## config.mk

```make
export PLATFORM = sky130hd
export DESIGN_NAME = event_loader
export DESIGN_NICKNAME = d
export VERILOG_FILES = /design/src/rtl/l0ringer_pkg.sv /design/src/rtl/event_desc_fifo.sv /design/src/rtl/event_loader.sv
export SDC_FILE = /design/constraint.sdc
export NUM_CORES = 1
export LEC_CHECK = 0
export ABC_AREA = 1
export CAP_MARGIN = 0
export CORE_MARGIN = 5
export CORE_UTILIZATION = 30
export DETAILED_ROUTE_END_ITERATION = 10
export PLACE_DENSITY = 0.52
export SYNTH_ARGS = -nofsm -noshare
export SYNTH_HDL_FRONTEND = slang
export SYNTH_HIERARCHICAL = 1
export SYNTH_SLANG_ARGS = --single-unit
```

## constraint.sdc

```tcl
create_clock -name clk -period 3.3 [get_ports clk]
set_input_delay 0.66 -clock clk [delete_from_list [all_inputs] [get_ports clk]]
set_output_delay 0.66 -clock clk [all_outputs]
set_load 0.02 [all_outputs]
```

## src/rtl/l0ringer_pkg.sv

```systemverilog
// Shared types for the L0 ringer event path (event_loader / tower_builder).
package l0ringer_pkg;
  localparam int MEMORY_ADDR_LENGTH_DEF = 20;
  localparam int CELL_WIDTH_DEF         = 32;

  // One calorimeter cell record, one event-memory word.
  typedef struct packed {
    logic [15:0] energy;
    logic [3:0]  layer;
    logic [5:0]  eta;
    logic [5:0]  phi;
  } cell_t;

  // Closed-event window; len is one bit wider so a full-depth event fits.
  typedef struct packed {
    logic [MEMORY_ADDR_LENGTH_DEF-1:0] bottom;
    logic [MEMORY_ADDR_LENGTH_DEF-1:0] top;
    logic [MEMORY_ADDR_LENGTH_DEF:0]   len;
  } event_desc_t;
endpackage

```

## src/rtl/event_desc_fifo.sv

```systemverilog
// Show-ahead synchronous FIFO of event descriptors.
module event_desc_fifo #(
  parameter int  DEPTH = 4,
  parameter type T     = l0ringer_pkg::event_desc_t
) (
  input  logic                   clk,
  input  logic                   rst_n,
  input  logic                   push,
  input  logic                   pop,
  input  T                       din,
  output T                       head,
  output logic                   empty,
  output logic [$clog2(DEPTH):0] count
);
  localparam int AW = $clog2(DEPTH);

  T            mem_q [DEPTH];
  logic [AW:0] wp_q, rp_q;
  logic        full, do_push, do_pop;

  assign count   = wp_q - rp_q;
  assign empty   = (count == '0);
  assign full    = (count == (AW+1)'(DEPTH));
  assign do_pop  = pop && !empty;
  // A push into a full FIFO is only legal when the head leaves in the same cycle.
  assign do_push = push && (!full || do_pop);
  assign head    = mem_q[rp_q[AW-1:0]];

  // Storage and pointers; storage is cleared so the head reads zero out of reset.
  always_ff @(posedge clk or negedge rst_n) begin
    if (!rst_n) begin
      wp_q <= '0;
      rp_q <= '0;
      for (int i = 0; i < DEPTH; i++) mem_q[i] <= '0;
    end else begin
      if (do_push) begin
        mem_q[wp_q[AW-1:0]] <= din;
        wp_q <= wp_q + 1'b1;
      end
      if (do_pop) rp_q <= rp_q + 1'b1;
    end
  end
endmodule

```

## src/rtl/event_loader.sv

```systemverilog
// Writes per-event cell streams into the ring-buffer event memory and
// presents closed event windows to tower_builder.
module event_loader #(
  parameter int MEMORY_ADDR_LENGTH = l0ringer_pkg::MEMORY_ADDR_LENGTH_DEF,
  parameter int CELL_WIDTH         = l0ringer_pkg::CELL_WIDTH_DEF,
  parameter int EVT_FIFO_DEPTH     = 4
) (
  input  logic                          clk,
  input  logic                          rst_n,
  input  logic                          s_valid,
  output logic                          s_ready,
  input  logic [CELL_WIDTH-1:0]         s_data,
  input  logic                          s_last,
  output logic                          mem_we,
  output logic [MEMORY_ADDR_LENGTH-1:0] mem_waddr,
  output logic [CELL_WIDTH-1:0]         mem_wdata,
  output logic                          ev_valid,
  output logic [MEMORY_ADDR_LENGTH-1:0] bottom_addr,
  output logic [MEMORY_ADDR_LENGTH-1:0] top_addr,
  input  logic                          event_done,
  output logic                          overflow
);
  import l0ringer_pkg::*;

  localparam int AW  = MEMORY_ADDR_LENGTH;
  localparam int FCW = $clog2(EVT_FIFO_DEPTH) + 1;
  localparam logic [AW:0] DEPTH_W = {1'b1, {AW{1'b0}}};

  typedef struct packed {
    logic [AW-1:0] bottom;
    logic [AW-1:0] top;
    logic [AW:0]   len;
  } desc_t;

  typedef enum logic [1:0] {IDLE, OPEN, DROP} state_t;

  state_t           state_q, state_d;
  logic [AW-1:0]    wr_ptr_q, wr_ptr_d, ev_start_q, ev_start_d;
  logic [AW:0]      used_q, used_d, cnt_q, cnt_d;
  logic             push_q, push_d;
  desc_t            pdesc_q, pdesc_d;
  logic             ovf_q, ovf_d, we_q, we_d;
  logic [AW-1:0]    waddr_q, waddr_d;
  logic [CELL_WIDTH-1:0] wdata_q, wdata_d;

  desc_t            head;
  logic             fifo_empty;
  logic [FCW-1:0]   fifo_cnt;
  logic             mem_full, fifo_full, fifo_idle, acc, pop, oversize;

  // The descriptor of a just-closed event is pushed one cycle late (after its
  // last word is written), so fullness counts that pending push as occupied.
  assign mem_full  = (used_q == DEPTH_W);
  assign fifo_full = ({1'b0, fifo_cnt} + {{FCW{1'b0}}, push_q}) >= (FCW+1)'(EVT_FIFO_DEPTH);
  assign fifo_idle = fifo_empty && !push_q;
  assign s_ready   = (state_q == DROP) || (!mem_full && !fifo_full);
  assign acc       = s_valid && s_ready;
  assign pop       = event_done && !fifo_empty;
  // Open event already owns the whole memory: it can never complete.
  assign oversize  = (state_q == OPEN) && mem_full && fifo_idle;

  // Next-state: event FSM, ring pointers, occupancy and write port.
  always_comb begin
    state_d    = state_q;
    wr_ptr_d   = wr_ptr_q;
    ev_start_d = ev_start_q;
    cnt_d      = cnt_q;
    used_d     = used_q;
    push_d     = 1'b0;
    pdesc_d    = pdesc_q;
    ovf_d      = ovf_q;
    we_d       = 1'b0;
    waddr_d    = waddr_q;
    wdata_d    = wdata_q;
    if (pop) used_d = used_q - head.len;
    if (oversize) begin
      state_d  = DROP;
      ovf_d    = 1'b1;
      wr_ptr_d = ev_start_q;
      used_d   = '0;
    end else if (acc && state_q == DROP) begin
      if (s_last) state_d = IDLE;
    end else if (acc) begin
      we_d     = 1'b1;
      waddr_d  = wr_ptr_q;
      wdata_d  = s_data;
      wr_ptr_d = wr_ptr_q + 1'b1;
      used_d   = used_d + 1'b1;
      if (state_q == IDLE) begin
        ev_start_d = wr_ptr_q;
        cnt_d      = (AW+1)'(1);
      end else begin
        cnt_d = cnt_q + 1'b1;
      end
      if (s_last) begin
        push_d  = 1'b1;
        pdesc_d = '{bottom: (state_q == IDLE) ? wr_ptr_q : ev_start_q,
                    top:    wr_ptr_q,
                    len:    cnt_d};
        state_d = IDLE;
      end else begin
        state_d = OPEN;
      end
    end
  end

  // State register.
  always_ff @(posedge clk or negedge rst_n) begin
    if (!rst_n) begin
      state_q    <= IDLE;
      wr_ptr_q   <= '0;
      ev_start_q <= '0;
      cnt_q      <= '0;
      used_q     <= '0;
      push_q     <= 1'b0;
      pdesc_q    <= '0;
      ovf_q      <= 1'b0;
      we_q       <= 1'b0;
      waddr_q    <= '0;
      wdata_q    <= '0;
    end else begin
      state_q    <= state_d;
      wr_ptr_q   <= wr_ptr_d;
      ev_start_q <= ev_start_d;
      cnt_q      <= cnt_d;
      used_q     <= used_d;
      push_q     <= push_d;
      pdesc_q    <= pdesc_d;
      ovf_q      <= ovf_d;
      we_q       <= we_d;
      waddr_q    <= waddr_d;
      wdata_q    <= wdata_d;
    end
  end

  event_desc_fifo #(.DEPTH(EVT_FIFO_DEPTH), .T(desc_t)) u_fifo (
    .clk   (clk),
    .rst_n (rst_n),
    .push  (push_q),
    .pop   (pop),
    .din   (pdesc_q),
    .head  (head),
    .empty (fifo_empty),
    .count (fifo_cnt)
  );

  assign mem_we      = we_q;
  assign mem_waddr   = waddr_q;
  assign mem_wdata   = wdata_q;
  assign ev_valid    = !fifo_empty;
  assign bottom_addr = head.bottom;
  assign top_addr    = head.top;
  assign overflow    = ovf_q;
endmodule

```

[Word-level counts from Yosys, hierarchy flattened]
Cells that the tools add are included.
Cells by class
  order comparisons: 4
  $add $sub $neg: 8
  bitwise operators: 4
  multiplexer cells: 27
  eq/ne operators: 6
  reductions and logical operators: 25
Operators with widths (count)
  bitwise mux 244 bit: 1
  two-way mux 61 bit: 3
  binary-select mux 61 bit (select 2 bit): 1
  demux 61 bit (select 2 bit): 1
  two-way mux 21 bit: 5
  two-way mux 20 bit: 4
  adder 21 x 1 -> 21 bit, second input constant: 2
  equality test 21 bit, second input constant: 1
  subtractor 21 bit: 1
  adder 20 x 1 -> 20 bit, second input constant: 1
  logical AND 1 bit: 10
  two-way mux 1 bit: 8
  two-way mux 2 bit: 4
  adder 3 x 1 -> 3 bit, second input constant: 2
  >= comparator 3 bit, second input constant: 2
  inverter 2 -> 3 bit: 2
  zero test 1 bit: 5
  adder 3 x 1 -> 4 bit: 1
  >= comparator 4 x 3 -> 1 bit, second input constant: 1
  AND reduction 2 bit: 2
  AND reduction 4 bit: 1
  equality test 3 bit, second input constant: 1
  zero test 3 bit: 1
  < comparator 3 x 1 -> 1 bit, second input constant: 1
  other kinds (11): 13
Storage, ports and cells
  output and inout bits: 96
  bits of input ports: 37
  word-level logic and storage cells: 101
  flip-flop bits (word level): 450

[Depth between registers and ports, before layout]
  depth after elaboration: 10
  gate-level depth with buffers: 26
  depth with buffers taken out: 24

[Hierarchy]
The synthesis kept the hierarchy.
Modules (own cells, without submodules)
  event_desc_fifo: times used 1, cells an instance 1490, seq. area each 6256.0 um^2, area an instance 12169.2 um^2
  event_loader: times used 1, cells an instance 1397, seq. area each 5004.8 um^2, area an instance 10744.1 um^2

[Worst setup path after synthesis]
OpenSTA, ideal clock, no wires.
  path type: register to register
  start point: register u_fifo.rp_q[0]
  end point: register used_q[19]
  buffers on the path: 2
  setup time: 0.113 ns
  data required time: 3.187 ns
  slack: 0.145 ns
  stages on the path, launching flop included: 25
  arrival: 3.042 ns
  period minus slack after synthesis: 3.155 ns
  path through: dfrtp_1 inv_1 buf_2 clkbuf_1 nor2_1 o22ai_1 ha_1 inv_1 fa_1 nand2_1 nand2_2 nand3_2 nand2_2 nand2_1 nand2_1 nand2_1 nand2_1 nand2_1 nand2_1 nor2_2 nand3_2 nor3_2 nand3_1 nand2_1 inv_1
RTL lines
  from (decl): RTL line event_desc_fifo.sv:18  | logic [AW:0] wp_q, rp_q;
  from (signal assigned): RTL line event_desc_fifo.sv:40  | if (do_pop) rp_q <= rp_q + 1'b1;
  to (signal assigned): RTL line event_loader.sv:126  | used_q <= used_d;
  to (decl): RTL line event_loader.sv:39  | logic [AW:0] used_q, used_d, cnt_q, cnt_d;

[Final worst setup path]
  start point: register u_fifo.rp_q[0]
  end point: output ev_valid
On the way
  longest elaborated chain between the ends: 3
RTL lines
  subtractor 3 bit: RTL line event_desc_fifo.sv:21  | assign count = wp_q - rp_q;
  zero test 3 bit: RTL line event_desc_fifo.sv:22  | assign empty = (count == '0);
  net fifo_empty: RTL line event_loader.sv:47  | logic fifo_empty;
  zero test 1 bit: RTL line event_loader.sv:150  | assign ev_valid = !fifo_empty;
  to (decl): RTL line event_loader.sv:17  | output logic ev_valid,
The timed path passes the listed nets, and every way through them passes these cells.

==> metrics.md <==
| Metric | Value |
|---|---|
| Critical Path Stages | 8 |
| Fin area | 28,000 um^2 |
| Worst path cell trace | ha_4 > fa_2 > nand2_2 > nand3b_1 > inv_1 > inv_2 > buf_4 > buf_6 |
| WS Path Type | reg2out |
| Starting Density | around 30% |
| Worst-Margin Slew | 1160 ps |
| Rows | 101 |
| Synth Area in XOR/XNOR | 0.841% |
| Post-synth cell types | 49 |
| Final Skew | 45.0 ps |
| Num CTS Buffers | 51 |
| Pre-CTS setup slack | -11.2 ps |
| Register area share after synthesis | 49.1% |
| CTS root buf | clkbuf_16 |
| Util after Layout | about 37% |
| Slew Viols, Final | 0 |
| CTS tree | yes |
| Clk_lat worst skew | 620 ps |
| Delay-heaviest family, CP | adder cells |
| Sum Neg Setup Slack | 0 ps |
| Port bufs | 132 |
| Nets | between 3,000 and 4,000 |
| Final setup vio count | 0 |
| Top cells by count, synth | nand2_1, dfrtp_1, nand4_1, o21ai_0, nor2_1 |
| Die height | 286 um |
| Final period utilization | 96.8% |
| Post-synthesis mux area share | 0% |
| Status | completed |
| Setup crit end kind | output port |
| DRT Pass-1 Iters | 5 |
| GRT Overall Usage | between 15 and 20% |
| Crit path max fanout | 5 |
| PD cells | 1150 nW/um^2 |
| Slew Limit Headroom | a little under a quarter |
| Worst hold path cell count | 2 |
| Simple-Gate Fraction of Synth Area | 31.5% |
| Largest net degree at the start of global routing | 150 |
| Ys Warns | 6 |
| Die width | 286 um |
| Max-cap viol count | 0 |
| Synth Cell Area | around 23,000 um^2 |
| Core area | 75,800 um^2 |
| RSZ-0062 raised after global routing | yes |
| Flops & latches, synth | 450 |
| Longest Clk Path Bufs | 3 |
| Initial antenna violation count | 1 |
| Post-Synth Adder-Cell Area | 1.76% |
| Lkg Pwr | about 14 nW |
| FF-to-FF path depth | 18 |
| Post-Synthesis Cells | 2,887 |
| Final GP Congestion | 0.823 |
| Num ports | about 130 |
| Area leader, netlist | dfrtp_1 |
| Top_reg_cell synth | dfrtp_1 |
| Hold Crit Class | reg2reg |
| Top post-synthesis cells by area | dfrtp_1, nand2_1, nand4_1 |
| Crit path buf inv count | 4 |
| Peak supply drop | 0.413 mV |
| Syn_area_per_cell | 7.94 um^2 |
| Final Hold Fails | 0 |
| CP required | 2640 ps |
| Compound-cell area share of the yosys netlist | under 10% |
| Slowest cell delay on critical path | 540 ps |
| Worst-path clk slew | 60 ps |
| Min Tclk post-route | 3190 ps |
| Post-detail-place hpwl | 47.5 mm |
| Setup ws final | roughly 110 ps |
| Crit-path slowest cell | dfrtp_4 |
| DRC violations left | 0 |
| Post-synth top area share | between 40% and 50% |
| Global-route wire length before repair | 115 mm |
| Final wirelength | roughly 73 mm |
| Startpoint Class | flop |
| Vias in the first global route | 19,500 |
| Clock sinks | 450 |
| Post-DP Area | 25,900 um^2 |
| Post-route ant nets | 0 |
| Post-synth net total | 2,955 |
| Post-synth EDFFs | 0 |
| Drt via density | 5.02 |
| Top-count cell post-synth | nand2_1 |
| F_max | 313 MHz |
| DR WL/cell | 18.1 um |
| H-tree Lvls | 2 |
| 1st-iter DRT viols | 1,794 |
| Grt total ovfl | 0 |
| Die area | 82,000 um^2 |
| Largest family of logic cells by synthesized area | simple AND/OR/NAND/NOR gates |
| P&R area growth vs syn | 22.3% |
| Critical Path AT | 2530 ps |
| Fraction of registers with async set/reset | 100% |
| Via count | 20,300 |
| Share of cells above drive strength 1 | 12.6% |
per-layer routing:
metal / routed length, um / up-vias / GRT usage (%)
li1: - / 9865 / -
met1: 35200 / 9760 / 25.7
met2: 32400 / 541 / 26.9
met3: 4050 / 100 / 2.75
met4: 1590 / 0 / 4.11
met5: 0 / - / 0
area by class of cell:
cell class                 instances  area [um^2]
timing repair buffer             274         2830
multi-input combinational       2058        10300
clock inverter                    17          184
inverter                         183          701
fill                            7857        47800
tap                              978         1220
antenna                            1         2.50
sequential                       450        11300
clock buffer                      77         1470
metrics by stage:
stage / hold WS, ps / instances / power, W
5_1_grt: 473 / 4037 / 0.0346
3_3_place_gp: 449 / 3932 / 0.0259
6_report: 464 / 4038 / 0.0322
4_1_cts: 467 / 4028 / 0.0316
3_5_place_dp: 453 / 3932 / 0.0259
2_1_floorplan: 364 / 2887 / 0.0190
tightest hold or removal path, delay by kind of cell, from the launching register on:
kind | cells | cell delay [ps]
flops | 1 | 330
simple gates | 2 | 100
registers in the layout, summed over array words and instances, names as in the netlist:
signal / flops
mem_waddr: 20
overflow: 1
cnt_q: 21
mem_wdata: 32
used_q: 21
ev_start_q: 20
push_q: 1
u_fifo/wp_q: 3
wr_ptr_q: 20
state_q: 2
mem_we: 1
pdesc_q: 61
u_fifo/mem_q: 244
u_fifo/rp_q: 3
report_power, final:
group,leakage (nW),internal (W),switching [W],total (W)
Clock,0.802,0.00326,0.00243,0.00568
Sequential,6.02,0.00738,0.00154,0.00892
Combinational,6.84,0.00641,0.0112,0.0176
Total,13.7,0.0170,0.0152,0.0322
kinds of logic (layout without fill, tap and decap cells):
family | count (synthesis) | in the layout
and+or+nand+nor | 1611 | 1611
xor gates and xnor gates | 22 | 22
adders and majority gates | 31 | 31
AOI/OAI and AO/OA | 394 | 394
buffers and inverters | 379 | 551
DFF | 450 | 450
other | 0 | 1
repair_timing:
item	4_1_cts	5_1_grt
hold buffers	1	0
endpoints found under the hold margin	43	0
setup endpoints to repair	44	17
buffers inserted	0	8
pin swaps	0	20
resized for setup	63	87
cloned	1	1
cell usage in the layout (no fill, tap or decap), types with 38 or more instances in the layout:
cell type          n
nor2_1           177
nand2_1          980
o22ai_1           60
dlygate4sd2_1     38
buf_4            101
dfrtp_1          447
inv_1            162
clkbuf_16         52
nand3_1           57
nand4_1          260
o21ai_0          247
clkdlybuf4s50_1   89
worst paths after layout:
kind                                                  to                           from  slack, ps
max in group asynchronous   u_fifo/mem_q[84]$_DFFE_PN0P_                          rst_n       1910
min in group asynchronous       mem_wdata[0]$_DFFE_PN0P_                          rst_n        560
min reg2reg                u_fifo/mem_q[128]$_DFFE_PN0P_  u_fifo/mem_q[128]$_DFFE_PN0P_        460
max                                             ev_valid     u_fifo/rp_q[0]$_DFFE_PN0P_        110
max reg2reg                         used_q[12]$_DFF_PN0_     u_fifo/rp_q[0]$_DFFE_PN0P_        130
min                        u_fifo/mem_q[128]$_DFFE_PN0P_  u_fifo/mem_q[128]$_DFFE_PN0P_        460
No activity file was read; power rests on OpenSTA's default activity.
